$ cat config.mk
export PLATFORM = sky130hd
export DESIGN_NAME = gray_mem_arbiter
export DESIGN_NICKNAME = d
export VERILOG_FILES = /design/src/rtl/gray_arb_pkg.sv /design/src/rtl/rr_pick2.sv /design/src/rtl/gray_mem_arbiter.sv
export SDC_FILE = /design/constraint.sdc
export NUM_CORES = 1
export LEC_CHECK = 0
export CORE_AREA = 4 4 69 55
export CTS_CLUSTER_SIZE = 20
export DETAILED_ROUTE_END_ITERATION = 10
export DIE_AREA = 0 0 73 59
export PLACE_DENSITY = 0.84
export SLEW_MARGIN = 20
export SYNTH_ARGS = -nofsm -noshare
export SYNTH_HDL_FRONTEND = slang
export SYNTH_HIERARCHICAL = 1
export SYNTH_SLANG_ARGS = --single-unit
$ cat constraint.sdc
create_clock -name clk -period 2.2 [get_ports clk]
set_clock_uncertainty 0.2 [all_clocks]
set_input_delay 0.44 -clock clk [delete_from_list [all_inputs] [get_ports clk]]
set_output_delay 0.44 -clock clk [all_outputs]
set_load 0.005 [all_outputs]
$ cat src/rtl/gray_arb_pkg.sv
// Shared definitions for the gray-image memory arbiter: state encoding,
// default bus widths shared with the LBP engine, and small state helpers.
package gray_arb_pkg;

  // Bus widths: a 128x128 image of 8-bit gray pixels.
  localparam int ADDR_W_DEF = 14;
  localparam int DATA_W_DEF = 8;

  // Width of the burst counter. MAX_BURST-1 is truncated to this width.
  localparam int BURST_W = 8;

  // Arbiter state encoding.
  localparam logic [1:0] ST_WAIT_RDY = 2'd0;
  localparam logic [1:0] ST_IDLE     = 2'd1;
  localparam logic [1:0] ST_OWN0     = 2'd2;
  localparam logic [1:0] ST_OWN1     = 2'd3;

  typedef enum logic [1:0] {
    WAIT_RDY = ST_WAIT_RDY,
    IDLE     = ST_IDLE,
    OWN0     = ST_OWN0,
    OWN1     = ST_OWN1
  } arb_state_e;

  // True while one of the two requesters owns the memory port.
  function automatic logic is_owner_state(input arb_state_e s);
    return (s == OWN0) || (s == OWN1);
  endfunction

  // Ownership state for requester id (0 or 1).
  function automatic arb_state_e own_state(input logic id);
    return id ? OWN1 : OWN0;
  endfunction

endpackage

$ cat src/rtl/rr_pick2.sv
// Combinational 2-way round-robin selector. When both requesters ask at
// once, the one that did not own the port last time wins.
module rr_pick2 (
  input  logic req0,
  input  logic req1,
  input  logic last_owner,
  output logic winner,
  output logic valid
);

  // Pick a winner; a tie goes to the requester that is not last_owner.
  always_comb begin
    valid  = req0 | req1;
    winner = 1'b0;
    if (req0 && req1) begin
      winner = ~last_owner;
    end else if (req1) begin
      winner = 1'b1;
    end
  end

endmodule

$ cat src/rtl/gray_mem_arbiter.sv
// Shares the single gray-image memory port between two pixel-fetch
// engines. Round-robin with a grant lock: an owner keeps the port while it
// requests, but is forced to hand over after a bounded burst when the other
// engine is waiting. Memory reads are combinational, so data from the
// memory is passed straight back to both requesters.
module gray_mem_arbiter
  import gray_arb_pkg::*;
#(
  parameter int ADDR_W    = ADDR_W_DEF,
  parameter int DATA_W    = DATA_W_DEF,
  parameter int MAX_BURST = 9
) (
  input  logic              clk,
  input  logic              reset,
  input  logic              gray_ready,
  output logic              gray_req,
  output logic [ADDR_W-1:0] gray_addr,
  input  logic [DATA_W-1:0] gray_data,
  input  logic              r0_req,
  input  logic [ADDR_W-1:0] r0_addr,
  output logic              r0_gnt,
  output logic [DATA_W-1:0] r0_data,
  output logic              r0_ready,
  input  logic              r1_req,
  input  logic [ADDR_W-1:0] r1_addr,
  output logic              r1_gnt,
  output logic [DATA_W-1:0] r1_data,
  output logic              r1_ready,
  output logic              busy
);

  // Last granted-cycle count of a burst before a forced handoff, and the
  // saturation value of the counter.
  localparam logic [BURST_W-1:0] BURST_LAST = BURST_W'(MAX_BURST - 1);
  localparam logic [BURST_W-1:0] BURST_SAT  = BURST_W'(MAX_BURST);

  arb_state_e         state_q, state_d;
  logic               last_owner_q, last_owner_d;
  logic [BURST_W-1:0] burst_cnt_q, burst_cnt_d;
  logic               rdy_seen_q, rdy_seen_d;

  logic pick_winner;
  logic pick_valid;
  logic own_id;
  logic own_req;
  logic oth_req;

  rr_pick2 u_pick (
    .req0       (r0_req),
    .req1       (r1_req),
    .last_owner (last_owner_q),
    .winner     (pick_winner),
    .valid      (pick_valid)
  );

  // Current owner's request and the other requester's request; only
  // meaningful in the OWN states.
  assign own_id  = (state_q == OWN1);
  assign own_req = own_id ? r1_req : r0_req;
  assign oth_req = own_id ? r0_req : r1_req;

  // Next-state logic: ready bring-up, idle pick, burst counting and handoff.
  always_comb begin
    state_d      = state_q;
    last_owner_d = last_owner_q;
    burst_cnt_d  = burst_cnt_q;
    rdy_seen_d   = rdy_seen_q;
    case (state_q)
      WAIT_RDY: begin
        if (gray_ready) begin
          state_d    = IDLE;
          rdy_seen_d = 1'b1;
        end
      end
      IDLE: begin
        burst_cnt_d = '0;
        if (pick_valid) begin
          state_d = own_state(pick_winner);
        end
      end
      OWN0, OWN1: begin
        if (!own_req) begin
          // Voluntary release: pass to the waiting engine or go idle.
          last_owner_d = own_id;
          burst_cnt_d  = '0;
          state_d      = oth_req ? own_state(~own_id) : IDLE;
        end else if (oth_req && (burst_cnt_q >= BURST_LAST)) begin
          // Burst limit reached with the other engine waiting. A counter
          // that saturated during a solo burst also hands over at once.
          last_owner_d = own_id;
          burst_cnt_d  = '0;
          state_d      = own_state(~own_id);
        end else if (burst_cnt_q < BURST_SAT) begin
          burst_cnt_d = burst_cnt_q + 1'b1;
        end
      end
      default: begin
        state_d = WAIT_RDY;
      end
    endcase
  end

  // Port muxing: only the owner reaches the memory; all zero otherwise.
  always_comb begin
    r0_gnt    = 1'b0;
    r1_gnt    = 1'b0;
    gray_req  = 1'b0;
    gray_addr = '0;
    busy      = is_owner_state(state_q);
    case (state_q)
      OWN0: begin
        r0_gnt    = r0_req;
        gray_req  = r0_req;
        gray_addr = r0_addr;
      end
      OWN1: begin
        r1_gnt    = r1_req;
        gray_req  = r1_req;
        gray_addr = r1_addr;
      end
      default: begin
        gray_req  = 1'b0;
      end
    endcase
  end

  assign r0_data  = gray_data;
  assign r1_data  = gray_data;
  assign r0_ready = rdy_seen_q;
  assign r1_ready = rdy_seen_q;

  // State, ownership history, burst counter and ready flag registers.
  always_ff @(posedge clk or negedge reset) begin
    if (!reset) begin
      state_q      <= WAIT_RDY;
      last_owner_q <= 1'b1;
      burst_cnt_q  <= '0;
      rdy_seen_q   <= 1'b0;
    end else begin
      state_q      <= state_d;
      last_owner_q <= last_owner_d;
      burst_cnt_q  <= burst_cnt_d;
      rdy_seen_q   <= rdy_seen_d;
    end
  end

endmodule
== Word-level counts from Yosys, hierarchy flattened ==
Cells that the tools add are included.

* Add/sub/neg operators: 1
* $lt $le $gt $ge: 2
* Equal/unequal tests: 8
* Multiplexer cells: 22
* Bitwise logic cells: 2
* Reductions and logical operators: 10

{| class="wikitable"
|+ Operator list
! kind !! count
|-
| $pmux 14 s2 || 1
|-
| $mux 8 || 3
|-
| $pmux 8 s2 || 1
|-
| $mux 1 || 10
|-
| $mux 2 || 5
|-
| $add 8x1->8 const B || 1
|-
| $ge 8x4->1 const B || 1
|-
| $lt 8x4->1 const B || 1
|-
| $pmux 2 s3 || 1
|-
| $reduce_and 2->1 || 3
|-
| $eq 2x2->1 const B || 2
|-
| $ne 2x2->1 const B || 2
|-
| $ne 4x4->1 const B || 1
|-
| $ne 3x3->1 const B || 1
|-
| $reduce_and 3->1 || 1
|-
| $eq 2x1->1 const B || 1
|-
| $logic_and 1x1->1 || 2
|-
| $logic_not 2->1 || 1
|-
| $ne 2x1->1 const B || 1
|-
| $pmux 1 s2 || 1
|-
| $reduce_bool 2->1 || 1
|-
| $reduce_or 2->1 || 1
|-
| $logic_or 1x1->1 || 1
|-
| $not 1->1 || 1
|-
| $or 1x1->1 || 1
|}

* Bits in registers: 12
* Input port bits: 41
* Output and inout bits: 36
* Word-level logic and storage cells: 49

== Longest topological paths before layout ==
* Depth after elaboration: 6
* Gate-level depth with buffers: 6
* Depth with buffers taken out: 6

== Cells and area by module ==
Netlist, hierarchy kept.

{| class="wikitable"
|+ Modules (own cells, without submodules)
! module !! times used !! cells an instance !! area an instance (um^2) !! seq. area each (um^2)
|-
| gray_mem_arbiter || 1 || 124 || 1001.0 || 301.5
|-
| rr_pick2 || 1 || 2 || 13.8 || 0.0
|}

== Worst setup path after synthesis ==
Ideal clock, no wire load.

* Path type: register to register
* Start: reg burst_cnt_q[4]
* End: reg burst_cnt_q[0]
* Library setup time: 0.129 ns
* Arrival time: 1.479 ns
* Data required time: 1.871 ns
* Setup slack: 0.392 ns
* Stages on the path, launching flop included: 6
* Buffers on the path: 1
* Period minus slack after synthesis: 1.808 ns
* Path through: dfrtp_1 or4_1 buf_2 a21o_1 a311oi_1 a21oi_1

* Word-level cells in the longest chain between the ends: 5
* Elaborated cells on any way between the ends: 8
* Those cells by class: order compare (2); eq/ne (1); mux (3); reduce/logical (2)

{| class="wikitable"
|+ Ends and longest elaborated chain
! what !! RTL line !! source
|-
| start: declaration || gray_mem_arbiter.sv:39 || <nowiki>logic [BURST_W-1:0] burst_cnt_q, burst_cnt_d;</nowiki>
|-
| start signal: assignment || gray_mem_arbiter.sv:142 || <nowiki>burst_cnt_q <= burst_cnt_d;</nowiki>
|-
| $ge 8x4->1 || gray_mem_arbiter.sv:87 || <nowiki>end else if (oth_req && (burst_cnt_q >= BURST_LAST)) begin</nowiki>
|-
| $logic_and 1x1->1 || gray_mem_arbiter.sv:87 ||
|-
| $mux 8 || gray_mem_arbiter.sv:87 ||
|-
| $mux 8 || gray_mem_arbiter.sv:82 || <nowiki>if (!own_req) begin</nowiki>
|-
| $pmux 8 s2 || gray_mem_arbiter.sv:68 || <nowiki>case (state_q)</nowiki>
|}

Parallel ways exist; a longest one is shown, timed or not.
A chain may end at the register's enable or synchronous reset.

== Worst setup path in the final report ==
* Start: in r0_req
* End: out gray_req

* Word-level cells in the longest chain between the ends: 1

{| class="wikitable"
|+ Ends and longest elaborated chain
! what !! RTL line !! source
|-
| start: declaration || gray_mem_arbiter.sv:19 || <nowiki>input logic r0_req,</nowiki>
|-
| $pmux 1 s2 || gray_mem_arbiter.sv:110 || <nowiki>case (state_q)</nowiki>
|-
| end: declaration || gray_mem_arbiter.sv:16 || <nowiki>output logic gray_req,</nowiki>
|}

Every way passes these cells.

==> impl_metrics.ini <==
[floorplanning]
die_y_um = 59
design.die.area_mm2 = 0.00431
die_w_um = 73
coreArea_mm2 = 0.00318
rows = 18
initial_core_util_pct = 32.0
ios = 77

[sta]
setup_viol = 0
hold_violations = 0
slew_violations = 0
rsz0062_at_grt = no
setup_slack_ns = 0.0608
min_period_over_period_pct = 97.2
tightestPinTransition_ns = 0.549
fmax_mhz = 467
holdWs_ns = 0.297
slew_headroom_pct = 63.3
period_minus_slack_ns = 2.14

[place]
dp.cells = 202
pre_cts_ws_ns = -0.235
gp_congestion = 0.760
port_buffers = 52
detailed_place_hpwl_mm = 2.03
place_area_mm2 = 0.00150

[synth]
synthDistinctLibCells = 39
avgSynthCellArea_um2 = 8.05
yosysWarnings = 6
ys_seq_area_share_pct = 29.7
synth_area_mm2 = 0.00101
ys_ff_latch = 12
syn_nets = 169
synthTopCellsByArea = dfrtp_1 27%, mux2i_1 14%, buf_4 13%, nor2_1 8.1%, inv_1 3.7%
synth_top_area_share_pct = 27.1
netlist_instances = 126
yosys.area.top_type = dfrtp_1

[cts]
root_buffer = clkbuf_8
clk_pin_slew_ns = 0.05
clock-sinks = 12
h-tree-depth = 1
clk_path_buf_depth = 2
clock_latency_ns = 0.25
cts_tree = done
cts_buffers = 3

[critical_path]
crit-reg2reg-launch = burst_cnt_q[4]
timing.rr.end = burst_cnt_q[1]
arrival_ns = 1.50
rrSetupSlack_ns = 0.23
crit_type = input pin to output port
start_kind = input pin
crit_fanout = 2
required_ns = 1.56
crit_path_end_kind = output port
r2r_cells = 4

[finish]
fill_cells = 300
diodes = 0
design_area_mm2 = 0.00158
stdcell_count = 209
syn2layout_area_growth_pct = 55.5
drive_gt1_share_pct = 11.2
nets = 213

[power]
power_leakage_nw = 0.784
p_per_area_mw_per_mm2 = 967
peakVddDrop_uv = 401

[route]
drtAntennaViolNets = 0
wire_per_inst_um = 12.7
firstDrtPassIters = 4
drc = 0
totalWireLength_mm = 2.65
vias = 1016
drt_iter0_drc = 114
viasPerCell = 4.86

[global_route]
grt_pass1_wl_mm = 4.09
grt_max_degree = 23
grtUsageTotal_pct = 12.2
overflow = 0
grt_pass1_vias = 1035
antenna_found_initial = 0

[flow_run]
drv_cap = 0

[worst_hold_path]
holdPathStages = 1
hold_class = flip-flop to flip-flop
hp-start = r0_ready
hold_end = r0_ready

[run_status]
status = finished, final reports clean
final cells by class:
| type | instances | area (µm²) | area share [%] |
|---|---|---|---|
| inverter | 11 | 46.3 | 2.93 |
| tap | 40 | 50.0 | 3.17 |
| sequential | 12 | 303 | 19.2 |
| timing repair buffer | 63 | 621 | 39.3 |
| multi-input combinational | 79 | 513 | 32.5 |
| clock buffer | 4 | 45.0 | 2.85 |
metal layers:
layer	wire, µm	GRT usage (%)	vias up
li1	-	-	495
met3	232	3.05	5
met4	35	5.79	0
met1	1020	12.9	457
met5	0	0	-
met2	1360	22.4	59
synthesized netlist by cell type (all sizes together):
library cell / count
buf: 22
nor2: 22
mux2i: 14
dfrtp: 11
inv: 10
a21oi: 7
nand2: 4
o21ai: 4
nand3: 3
a21boi: 2
a21o: 2
clkbuf: 2
ha: 2
o211ai: 2
or2: 2
a211oi: 1
a2bb2oi: 1
a311oi: 1
a31oi: 1
and3: 1
and3b: 1
clkinv: 1
dfstp: 1
nand2b: 1
nand4: 1
nor2b: 1
nor3: 1
nor3b: 1
nor4: 1
o22ai: 1
o31ai: 1
or4: 1
cells in the final DEF, fill, tap and decap left out, drive strengths merged, types with 2 or more instances in the layout:
master,n
a21boi,2
nand2,4
ha,2
inv,10
or2,2
a21oi,7
dfrtp,11
a21o,2
dlygate4sd2,14
clkdlybuf4s50,35
nor2,22
clkbuf,5
mux2i,14
o211ai,2
dlymetal6s2s,2
nand3,3
o21ai,4
buf,10
sequential cells by signal, summed over array words and instances, names as in the netlist:
name          flops
last_owner_q      1
burst_cnt_q       8
r0_ready          1
state_q           2
worst max-delay path by stage:
stage / start / end / cells after the start
finish: r0_req / gray_req / 4
global route: r0_req / gray_req / 4
CTS: state_q[0] / gray_addr[13] / 4
detailed placement: r0_req / gray_req / 4
global placement: r0_req / gray_req / 4
floorplan: burst_cnt_q[4] / burst_cnt_q[0] / 5
kinds of logic (layout without fill, tap and decap cells):
| group | after synthesis | count (layout) | share of synthesized area [%] |
|---|---|---|---|
| flops | 12 | 12 | 29.7 |
| fa+ha+maj | 2 | 2 | 2.47 |
| compound gates | 23 | 23 | 16.0 |
| simple gates | 40 | 40 | 18.3 |
| mux | 14 | 14 | 13.8 |
| buf+inv | 35 | 78 | 19.7 |
worst max-delay path, stage by stage:
cell             delay [ns]
clkdlybuf4s50_1        0.41
and3b_1                0.19
or2_1                  0.26
clkdlybuf4s15_1        0.21
through the flow:
step	setup TNS, ns	power [mW]	util, %
final	0	1.53	49.7
after global routing	0	1.65	49.7
after CTS	-0.0318	1.46	48.2
after detailed placement	-0.681	1.31	47.2
after global placement	-0.503	1.30	47.2
after floorplan	0	0.847	-
report_power, final:
group	total, mW	switching (mW)	internal, mW	leakage (nW)
sequential	0.326	0.0515	0.274	0.150
combinational	0.986	0.442	0.544	0.610
clock	0.215	0.0866	0.128	0.0228
total	1.53	0.580	0.946	0.784
timing repair:
action / in CTS / in global routing
pin swaps: 1 / 0
hold buffers: 0 / 0
cloned: 0 / 1
resized for setup: 19 / 3
buffers inserted: 0 / 2
endpoints found under the setup margin: 17 / 2
Note: power is estimated with default switching activity, not from simulation.
